[config.mk]
export PLATFORM = sky130hd
export DESIGN_NAME = alu_mul_sequencer
export DESIGN_NICKNAME = d
export VERILOG_FILES = /design/src/rtl/alu_mul_sequencer_pkg.sv /design/src/rtl/alu_mul_seq_regs.sv /design/src/rtl/alu_mul_sequencer.sv
export SDC_FILE = /design/constraint.sdc
export NUM_CORES = 1
export LEC_CHECK = 0
export BUFFER_PORTS_ARGS = -buffer_cell sky130_fd_sc_hd__buf_4
export CORE_ASPECT_RATIO = 0.7
export CORE_UTILIZATION = 55
export CTS_CLUSTER_SIZE = 20
export DETAILED_ROUTE_END_ITERATION = 6
export PLACE_DENSITY = 0.85
export SYNTH_ARGS = -nofsm -noshare
export SYNTH_HDL_FRONTEND = slang
export SYNTH_SLANG_ARGS = --single-unit
[constraint.sdc]
create_clock -name clock -period 3.1 [get_ports clock]
set_clock_uncertainty 0.1 [all_clocks]
set_input_delay 0.155 -clock clock [delete_from_list [all_inputs] [get_ports clock]]
set_output_delay 0.155 -clock clock [all_outputs]
set_load 0.02 [all_outputs]
[src/rtl/alu_mul_sequencer_pkg.sv]
// Shared ALU function / carry-select codes and the multiply sequencer state encoding.
package alu_mul_sequencer_pkg;

  localparam logic [4:0] ALU_F_ZERO       = 5'h00;
  localparam logic [4:0] ALU_F_ADD        = 5'h01;
  localparam logic [4:0] ALU_F_SHIFT_LEFT = 5'h08;

  localparam logic ALU_CSEL_UCIN  = 1'b0;
  localparam logic ALU_CSEL_SRCIN = 1'b1;

  typedef enum logic [1:0] {
    MUL_SEQ_ST_IDLE  = 2'd0,
    MUL_SEQ_ST_ADD   = 2'd1,
    MUL_SEQ_ST_SHIFT = 2'd2,
    MUL_SEQ_ST_DONE  = 2'd3
  } mul_seq_state_e;

endpackage

[src/rtl/alu_mul_seq_regs.sv]
// Operand/accumulator register file for the shift-and-add multiplier:
// accumulator, multiplicand, multiplier and shift counter.
// load has priority and initialises everything for a new operation.
module alu_mul_seq_regs #(
  parameter int WIDTH = 16,
  parameter int CNT_W = 4
) (
  input  logic             clock,
  input  logic             notReset,
  input  logic             load,
  input  logic             acc_cap,
  input  logic             shift_cap,
  input  logic [WIDTH-1:0] a_in,
  input  logic [WIDTH-1:0] b_in,
  input  logic [WIDTH-1:0] alu_y,
  output logic [WIDTH-1:0] acc,
  output logic [WIDTH-1:0] mcand,
  output logic [WIDTH-1:0] mplier,
  output logic [CNT_W-1:0] cnt
);

  logic [WIDTH-1:0] acc_q, acc_d;
  logic [WIDTH-1:0] mcand_q, mcand_d;
  logic [WIDTH-1:0] mplier_q, mplier_d;
  logic [CNT_W-1:0] cnt_q, cnt_d;

  // Next-value selection: load a new operation, capture an ADD result, or capture a SHIFT step.
  always_comb begin
    acc_d    = acc_q;
    mcand_d  = mcand_q;
    mplier_d = mplier_q;
    cnt_d    = cnt_q;
    if (load) begin
      acc_d    = '0;
      mcand_d  = a_in;
      mplier_d = b_in;
      cnt_d    = '0;
    end else begin
      if (acc_cap) begin
        acc_d = alu_y;
      end
      if (shift_cap) begin
        mcand_d  = alu_y;
        mplier_d = mplier_q >> 1;
        cnt_d    = cnt_q + CNT_W'(1);
      end
    end
  end

  // Register bank, cleared by the asynchronous active-low reset.
  always_ff @(posedge clock or negedge notReset) begin
    if (!notReset) begin
      acc_q    <= '0;
      mcand_q  <= '0;
      mplier_q <= '0;
      cnt_q    <= '0;
    end else begin
      acc_q    <= acc_d;
      mcand_q  <= mcand_d;
      mplier_q <= mplier_d;
      cnt_q    <= cnt_d;
    end
  end

  assign acc    = acc_q;
  assign mcand  = mcand_q;
  assign mplier = mplier_q;
  assign cnt    = cnt_q;

endmodule

[src/rtl/alu_mul_sequencer.sv]
// 16x16->16 unsigned shift-and-add multiplier driving the shared ALU, one ALU op per clock.
// Holds the FSM (IDLE/ADD/SHIFT/DONE) and the ALU drive decode; operand registers live in alu_mul_seq_regs.
// Optional build macro: MUL_SEQ_EARLY_EXIT_EN -- leave SHIFT for DONE as soon as no multiplier bits remain.
module alu_mul_sequencer
  import alu_mul_sequencer_pkg::*;
#(
  parameter int WIDTH = 16,
  parameter int CNT_W = 4
) (
  input  logic             clock,
  input  logic             notReset,
  input  logic             start,
  input  logic [WIDTH-1:0] a_in,
  input  logic [WIDTH-1:0] b_in,
  output logic             busy,
  output logic             done,
  output logic [WIDTH-1:0] result,
  output logic             ovf,
  output logic [WIDTH-1:0] alu_a,
  output logic [WIDTH-1:0] alu_b,
  output logic [4:0]       alu_f,
  output logic             alu_csel,
  output logic             alu_ucin,
  output logic             alu_srcin,
  output logic             alu_notALUOE,
  output logic             alu_notShiftOE,
  input  logic [WIDTH-1:0] alu_y,
  input  logic             alu_cout
);

  localparam logic [CNT_W-1:0] CNT_LAST = CNT_W'(WIDTH - 1);

  mul_seq_state_e   state_q, state_d;
  logic             ovf_q, ovf_d;
  logic [WIDTH-1:0] result_q, result_d;

  logic             load, acc_cap, shift_cap;
  logic [WIDTH-1:0] acc, mcand, mplier;
  logic [CNT_W-1:0] cnt;
  logic             more_bits;
  logic             last_shift;

  alu_mul_seq_regs #(
    .WIDTH(WIDTH),
    .CNT_W(CNT_W)
  ) u_regs (
    .clock    (clock),
    .notReset (notReset),
    .load     (load),
    .acc_cap  (acc_cap),
    .shift_cap(shift_cap),
    .a_in     (a_in),
    .b_in     (b_in),
    .alu_y    (alu_y),
    .acc      (acc),
    .mcand    (mcand),
    .mplier   (mplier),
    .cnt      (cnt)
  );

  // Multiplier bits above the current one: a shifted-out multiplicand bit only overflows if some remain.
  assign more_bits = (mplier >> 1) != '0;

`ifdef MUL_SEQ_EARLY_EXIT_EN
  assign last_shift = (cnt == CNT_LAST) || !more_bits;
`else
  assign last_shift = (cnt == CNT_LAST);
`endif

  // Next-state and ALU drive decode; the bus is released (both OEs high) unless ADD or SHIFT owns it.
  always_comb begin
    state_d        = state_q;
    ovf_d          = ovf_q;
    result_d       = result_q;
    load           = 1'b0;
    acc_cap        = 1'b0;
    shift_cap      = 1'b0;
    alu_a          = '0;
    alu_b          = '0;
    alu_f          = ALU_F_ZERO;
    alu_csel       = ALU_CSEL_UCIN;
    alu_ucin       = 1'b0;
    alu_notALUOE   = 1'b1;
    alu_notShiftOE = 1'b1;
    case (state_q)
      MUL_SEQ_ST_IDLE: begin
        if (start) begin
          load    = 1'b1;
          ovf_d   = 1'b0;
          state_d = b_in[0] ? MUL_SEQ_ST_ADD : MUL_SEQ_ST_SHIFT;
        end
      end
      MUL_SEQ_ST_ADD: begin
        alu_a        = acc;
        alu_b        = mcand;
        alu_f        = ALU_F_ADD;
        alu_notALUOE = 1'b0;
        acc_cap      = 1'b1;
        ovf_d        = ovf_q | alu_cout;
        state_d      = MUL_SEQ_ST_SHIFT;
      end
      MUL_SEQ_ST_SHIFT: begin
        alu_a          = mcand;
        alu_f          = ALU_F_SHIFT_LEFT;
        alu_notShiftOE = 1'b0;
        shift_cap      = 1'b1;
        ovf_d          = ovf_q | (alu_cout & more_bits);
        if (last_shift) begin
          // acc is final here, so loading result on entry to DONE makes it valid in the done cycle.
          result_d = acc;
          state_d  = MUL_SEQ_ST_DONE;
        end else begin
          state_d = mplier[1] ? MUL_SEQ_ST_ADD : MUL_SEQ_ST_SHIFT;
        end
      end
      MUL_SEQ_ST_DONE: begin
        result_d = acc;
        state_d  = MUL_SEQ_ST_IDLE;
      end
      default: begin
        state_d = MUL_SEQ_ST_IDLE;
      end
    endcase
  end

  // State, overflow and result registers; reset aborts any operation in flight.
  always_ff @(posedge clock or negedge notReset) begin
    if (!notReset) begin
      state_q  <= MUL_SEQ_ST_IDLE;
      ovf_q    <= 1'b0;
      result_q <= '0;
    end else begin
      state_q  <= state_d;
      ovf_q    <= ovf_d;
      result_q <= result_d;
    end
  end

  assign busy      = (state_q != MUL_SEQ_ST_IDLE);
  assign done      = (state_q == MUL_SEQ_ST_DONE);
  assign result    = result_q;
  assign ovf       = ovf_q;
  assign alu_srcin = 1'b0;

endmodule
==> summary.md, run 1 <==
| Metric | Value |
|---|---|
| Outcome | complete, no violations |
| Total number of placement rows | 24 |
| Final TNS setup | 0 ns |
| Clock tree from TritonCTS | done |
| Maximum buffer depth of the clock tree | 2 |
| Post-synthesis instance total | 334 |
| Cell types with the largest area share after synthesis | sky130_fd_sc_hd__dfrtp_1 (49%), sky130_fd_sc_hd__mux2i_1 (13%), sky130_fd_sc_hd__mux2_4 (4.2%) |
| Full die area | between 0.006 and 0.007 mm² |
| Initial core utilization | 57.1% |
| Post-Synthesis Cell Area | about 0.0036 mm² |
| Total clock buffers created by CTS | 9 |
| Total inserted antenna cells | 0 |
| Pin slew with the least headroom to its limit | between 0.8 and 0.9 ns |
| Period utilisation layout | 86.2% |
| Share of total power consumed by net switching | 40.6% |
| Worst-case vdd ir drop | ~0.56 mV |
| Main synth FF type | sky130_fd_sc_hd__dfrtp_1 |
| Final count of negative-setup-slack endpoints | 0 |
| Antenna violations before repair | 0 |
| Switching pwr | 2.21 mW |
| DRC Markers | 0 |
| Cell with the largest stage delay on the worst path | sky130_fd_sc_hd__dlygate4sd3_1 |
| Most instantiated library cell after synthesis | sky130_fd_sc_hd__dfrtp_1 |
| First-pass GRT wire length | ~16000 µm |
| Vias in the first global route | 3199 |
| Number of setup buffers added after CTS | 0 |
| Maximum capacitance violations | 0 |
| Number of hold violations in the final report | 0 |
| Routed length per instance | 17.1 µm |
| Category of the worst setup path launch point | flip-flop |
| Root buffer cell | sky130_fd_sc_hd__clkbuf_8 |
| DR vias | between 3000 and 4000 |
| H-tree Lvls | 3 |
| Signed area change from the synthesized netlist to the final layout | 43.3% |
| Peak Freq | 374 MHz |
| Largest net degree at the start of global routing | 83 |
| Pins Over Slew Limit | 0 |
| Register bit total from synthesis | 70 |
| Worst path bufs/invs | 3 |
| Worst hold stages | 3 |
| Average footprint of a synthesized cell | 10.7 µm² |
| Normalized max-slew margin | about 41% |
| Sequential cell area fraction in the yosys report | between 40% and 50% |
| Sequential Power Share | 32.2% |
| Synth cell types | 32 |
| Detailed placement HPWL | between 5000 and 6000 µm |
| Fraction of layout instances using a drive strength above 1 | 29.9% |
| Critical Path Max Stage Delay | 0.59 ns |
| Share of flip-flops with an asynchronous set or reset after synthesis | 100% |
| Sink Count | 70 |
| Post-Place Cells | 498 |
| Post-synth EDFFs | 0 |
| DRC marker count from the first detailed-route iteration | 249 |
| Power density normalized to cell area | 1070 mW/mm² |
| Setup repair after global routing missed its margin | no |
| Number of gates on the worst path with buffers counted | 6 |
| Worst endpoint required time | 3.24 ns |
| Path type of the worst setup path | reg -> reg |
| Minimum clock period | 2.67 ns |
| Part of the power in combinational logic | between 50% and 60% |
| Final Total Pwr | approximately 5.5 mW |
| Weighted congestion at the end of routability-driven global placement | 0.791 |
| Global-route congestion overflow total | 0 |
| Crit path max-delay family | buffers and inverters |
| Die Y | around 69 µm |
| Fraction of power consumed by the clock network | 17.0% |
| Vias per Instance | 5.43 |
| YS warnings | 0 |
| Worst skew pair latency | between 0.3 and 0.4 ns |
| Number of nets in the layout | about 540 |
| Total of cells resized after clock tree synthesis | 0 |
| Setup crit end kind | flip-flop |
| Number of port buffers | between 100 and 150 |
| Max FO, Critical Path | 27 |
| Number of cells on the worst reg-to-reg path | 6 |
| Most frequent cells after synthesis | sky130_fd_sc_hd__dfrtp_1 (70), sky130_fd_sc_hd__mux2i_1 (47), sky130_fd_sc_hd__nand2_1 (34), sky130_fd_sc_hd__o21ai_0 (30), sky130_fd_sc_hd__nor2_1 (22) |
| Core Box Area | 0.00625 mm² |
| Static Leakage | about 2.4 nW |
| Cell type with the highest aggregate area in the netlist | sky130_fd_sc_hd__dfrtp_1 |
| Area share of the largest cell type after synthesis | 49.1% |
| DRT antenna net count | 0 |
| Length of the first detailed-routing pass in iterations | 7 |
| Post-layout instance count excluding filler cells | 563 |
| Worst Path Arrival | about 2.8 ns |
| Total Routing Usage GR | 30.3% |
| Critical-path cell list | inv_1 -> ha_2 -> buf_4 -> mux2i_1 -> o21ai_0 -> dlygate4sd3_1 |
| Clock Pin Slew Worst Setup and Hold Paths | 0.07 ns |
| Post-Route WL | 9630 µm |
| Hold Crit Class | in -> reg |
| Internal power | 3.24 mW |
| Die Span X | a little under 100 µm |
| Num ports | 113 |
## registers in the layout, summed over array words and instances, names as in the netlist
| register | flops |
|---|---|
| ovf | 1 |
| u_regs.mplier | 15 |
| state_q | 2 |
| u_regs.mcand | 16 |
| u_regs.cnt | 4 |
| u_regs.acc | 16 |
| result | 16 |
## layout make-up
class,count,area (µm²)
Sequential cell,70,1750
Fill cell,342,1130
Inverter,5,18.8
Multi-Input combinational cell,235,1670
Clock buffer,13,159
Tap cell,78,97.6
Clock inverter,3,90.1
Timing Repair Buffer,159,1330
## metrics by stage
step	setup slack (ns)	hold slack (ns)	util (%)	cell area [µm²]
2_1_floorplan	1.11	-0.241	-	3590
3_3_place_gp	0.837	0.220	70.0	4370
3_5_place_dp	0.731	0.232	70.0	4370
4_1_cts	0.497	0.000340	81.8	5110
5_1_grt	0.333	0.0280	81.8	5110
6_report	0.427	0.0105	81.8	5110
## metal layers
metal	track usage [%]	part of all wire [%]	up-vias	wire (µm)
met5	0	0	-	0
met4	10.8	2.5	0	241
met3	9.78	6.3	24	608
met2	49.3	49	118	4700
met1	38.2	42	1484	4080
li1	-	-	1429	-
## worst reg2reg max path, stage by stage, from the launching register on
cell,delay [ns]
sky130_fd_sc_hd__dfrtp_1,0.44
sky130_fd_sc_hd__inv_1,0.14
sky130_fd_sc_hd__ha_2,0.47
sky130_fd_sc_hd__buf_4,0.45
sky130_fd_sc_hd__mux2i_1,0.28
sky130_fd_sc_hd__o21ai_0,0.09
sky130_fd_sc_hd__dlygate4sd3_1,0.59
## path summary, 6_finish.rpt
path	slack (ns)	end	startpoint
max in group asynchronous	1.97	u_regs.mplier[2]$_DFFE_PN0P_	notReset
worst max-delay path	0.43	u_regs.mcand[4]$_DFFE_PN0P_	state_q[0]$_DFFE_PN0P_
worst max register to register	0.43	u_regs.mcand[4]$_DFFE_PN0P_	state_q[0]$_DFFE_PN0P_
worst min-delay path	0.01	state_q[1]$_DFFE_PN0P_	b_in[0]
worst min register to register	0.42	result[11]$_DFFE_PN0P_	result[11]$_DFFE_PN0P_
min in group asynchronous	0.34	u_regs.mcand[12]$_DFFE_PN0P_	notReset
## what timing repair did
item	in CTS	in global routing
hold buffers	49	0
setup endpoints to repair	0	0
endpoints found under the hold margin	116	0
## power groups by stage
stage | Combinational (mW) | Clock (mW) | Sequential, mW
after floorplan | 1.71 | 0 | 1.77
final | 2.77 | 0.927 | 1.76
after CTS | 2.73 | 0.931 | 1.74
after detailed placement | 2.64 | 0 | 1.75
after global placement | 2.57 | 0 | 1.72
after global routing | 3.00 | 0.979 | 1.81
## cells by family after synthesis
family,Yosys count,synth area share [%]
AOI/OAI and AO/OA,54,9.37
xor gates and xnor gates,3,0.737
adders and majority gates,7,2.46
buffers and inverters,34,4.91
DFF,70,49.1
muxes,63,19.3
other,1,0.105
and+or+nand+nor,102,14.0
## cells in the final DEF (no fill, tap or decap), types with 3 or more instances in the layout
cell type	instances
sky130_fd_sc_hd__dlygate4sd3_1	49
sky130_fd_sc_hd__nor2b_1	18
sky130_fd_sc_hd__a22oi_1	16
sky130_fd_sc_hd__conb_1	6
sky130_fd_sc_hd__nor3_1	3
sky130_fd_sc_hd__mux2_4	10
sky130_fd_sc_hd__buf_4	109
sky130_fd_sc_hd__mux2_2	5
sky130_fd_sc_hd__o21ai_0	30
sky130_fd_sc_hd__and2_1	16
sky130_fd_sc_hd__bufinv_16	3
sky130_fd_sc_hd__nor2_1	22
sky130_fd_sc_hd__clkbuf_8	11
sky130_fd_sc_hd__dfrtp_1	70
sky130_fd_sc_hd__mux2i_1	47
sky130_fd_sc_hd__inv_1	4
sky130_fd_sc_hd__nor4_1	4
sky130_fd_sc_hd__ha_1	5
sky130_fd_sc_hd__nand2_1	34
No activity file was read; power rests on OpenSTA's default activity.
==> run 2, diff against run 1 <==
- PLACE_DENSITY: 0.85 -> 0.84
- SYNTH_HIERARCHICAL: unset -> 1
- clock period: 3.1 -> 3.4 ns (I/O delays scaled with it)
==> run 2 against run 1 <==
First-iteration DRC count down 46%. Critical path depth unchanged. Non-clock buffer count is 2 higher. Combinational power fell by 11%. Utilization shrank 1.3 points. Die area rose by 4.1%. Global-route usage decreased by 1.9 points. Sequential power down 14%. Sequential share of layout area decreased by 0.11 points. Highest routed layer unchanged.
==> summary.md, run 2 <==
| Metric | Value |
|---|---|
| Die Span X | about 100 µm |
| Length of the first detailed-routing pass in iterations | 5 |
| Global-route congestion overflow total | 0 |
| Antenna violations before repair | 0 |
| Pins Over Slew Limit | 0 |
| First-pass GRT wire length | around 15000 µm |
| Peak Freq | around 370 MHz |
| Initial core utilization | 58.4% |
| Final TNS setup | 0 ns |
| Largest net degree at the start of global routing | 71 |
| Most common cell after layout, fill and taps aside | sky130_fd_sc_hd__buf_4 |
| Fraction of layout instances using a drive strength above 1 | slightly above 30% |
| DRC marker count from the first detailed-route iteration | 134 |
| Vias per Instance | between 5 and 6 |
| Static Leakage | 2.44 nW |
| Worst Path Arrival | 2.43 ns |
| Total inserted antenna cells | 0 |
| Number of nets in the layout | 542 |
| Clock Pin Slew Worst Setup and Hold Paths | around 0.070 ns |
| Maximum buffer depth of the clock tree | 2 |
| Post-synthesis instance total | 335 |
| Period utilisation layout | 79.4% |
| Power density normalized to cell area | 897 mW/mm² |
| Total of cells resized after clock tree synthesis | 0 |
| DRC Markers | 0 |
| Final standard cell utilization of the core | 80.5% |
| Total clock buffers created by CTS | 9 |
| Category of the worst setup path launch point | flip-flop |
| Num ports | around 110 |
| YS warnings | 6 |
| Weighted congestion at the end of routability-driven global placement | 0.778 |
| Clock tree from TritonCTS | done |
| Minimum clock period | 2.70 ns |
| DRT antenna net count | 0 |
| Number of setup buffers added after CTS | 0 |
| Post-layout instance count excluding filler cells | 579 |
| Setup repair after global routing missed its margin | no |
| Full die area | 0.00709 mm² |
| Register-to-register path setup slack | 0.76 ns |
| Worst-case vdd ir drop | approximately 0.47 mV |
| Root buffer cell | sky130_fd_sc_hd__clkbuf_8 |
| Die Y | 70.8 µm |
| Worst skew pair latency | between 0.3 and 0.4 ns |
| Hold-fix buffer count after cts | 51 |
| Post-Synthesis Cell Area | between 0.003 and 0.004 mm² |
| DR vias | 3072 |
| Routed length per instance | between 15 and 20 µm |
| Path type of the worst setup path | reg -> out |
| H-tree Lvls | 3 |
| Final count of negative-setup-slack endpoints | 0 |
| Number of hold violations in the final report | 0 |
| Endpoint of the most critical setup path | alu_a[4] |
| Average footprint of a synthesized cell | 11.1 µm² |
| Total number of placement rows | 24 |
| Normalized max-slew margin | 29.5% |
| Signed area change from the synthesized netlist to the final layout | 38.0% |
| Post-Place Cells | 512 |
| Number of cells on the worst reg-to-reg path | 6 |
| Core Box Area | 0.00637 mm² |
| Sink Count | 70 |
| Max FO, Critical Path | 55 |
| Worst R2R End | u_regs/mcand[1]$_DFFE_PN0P_ |
| Final hold slack | 0.0453 ns |
| Startpoint of the worst-slack reg-to-reg timing path | state_q[0]$_DFFE_PN0P_ |
| Maximum capacitance violations | 0 |
| Critical Path Start | state_q[0]$_DFFE_PN0P_ |
| Total Routing Usage GR | 28.3% |
| Commonest cells after routing, fill and taps aside | sky130_fd_sc_hd__buf_4 (110), sky130_fd_sc_hd__dfrtp_1 (70), sky130_fd_sc_hd__dlygate4sd3_1 (51) |
| Detailed placement HPWL | approximately 5600 µm |
| Setup crit end kind | output pin |
| Pin slew with the least headroom to its limit | roughly 1.1 ns |
| Outcome | complete, no violations |
| Number of port buffers | 106 |
| Vias in the first global route | 3154 |
| Worst endpoint required time | ~3.1 ns |
| Hold Crit Class | in -> reg |
| Post-Route WL | 9470 µm |
run 2: where the power goes:
group          internal, mW  leakage [nW]  switching, mW
clock                 0.280        0.0841          0.322
combinational          1.15          1.47           1.33
sequential             1.21         0.883          0.316
total                  2.64          2.44           1.96
run 2: cell type report:
class                      count  area [µm²]
clock inverter                 6        37.5
clock buffer                  10         138
sequential                    70        1750
multi-input combinational    236        1720
fill                         396        1240
tap                           91         114
inverter                       5        26.3
timing repair buffer         161        1340
run 2: worst max-delay path, cell delays in order (launching register included):
cell and delay, ns:
sky130_fd_sc_hd__dfrtp_1 0.43, sky130_fd_sc_hd__inv_1 0.13, sky130_fd_sc_hd__ha_2 0.25, sky130_fd_sc_hd__buf_4 0.66, sky130_fd_sc_hd__a22oi_1 0.22, sky130_fd_sc_hd__nor2b_1 0.21, sky130_fd_sc_hd__buf_4 0.17
run 2: how the worst min path moves through the flow:
stage                   from  depth (start not counted)                            to  slack, ns
floorplan           notReset                          0               ovf$_DFFE_PN0P_      -0.23
global placement    notReset                          1  u_regs/mplier[3]$_DFFE_PN0P_       0.25
detailed placement  notReset                          1  u_regs/mplier[4]$_DFFE_PN0P_       0.25
CTS                 alu_y[1]                          3     u_regs/acc[1]$_DFFE_PN0P_       0.03
global route        alu_y[9]                          3   u_regs/mcand[9]$_DFFE_PN0P_       0.04
finish              alu_y[9]                          3   u_regs/mcand[9]$_DFFE_PN0P_       0.05
run 2: through the flow:
stage / area (µm²) / setup slack [ns] / power (mW)
2_1_floorplan: 3730 / 1.51 / 3.23
3_3_place_gp: 4440 / 1.17 / 3.78
3_5_place_dp: 4440 / 1.02 / 3.87
4_1_cts: 5130 / 0.722 / 4.58
5_1_grt: 5130 / 0.571 / 4.87
6_report: 5130 / 0.702 / 4.60
run 2: metal layers:
layer  share of wire [%]  vias up  wire (µm)  track usage [%]
met5                   0        -          0                0
met4                 2.6        0        247             12.4
met3                 6.5       28        618             8.10
met2                  50      118       4730             48.5
met1                  41     1491       3870             33.6
li1                    -     1435          -                -
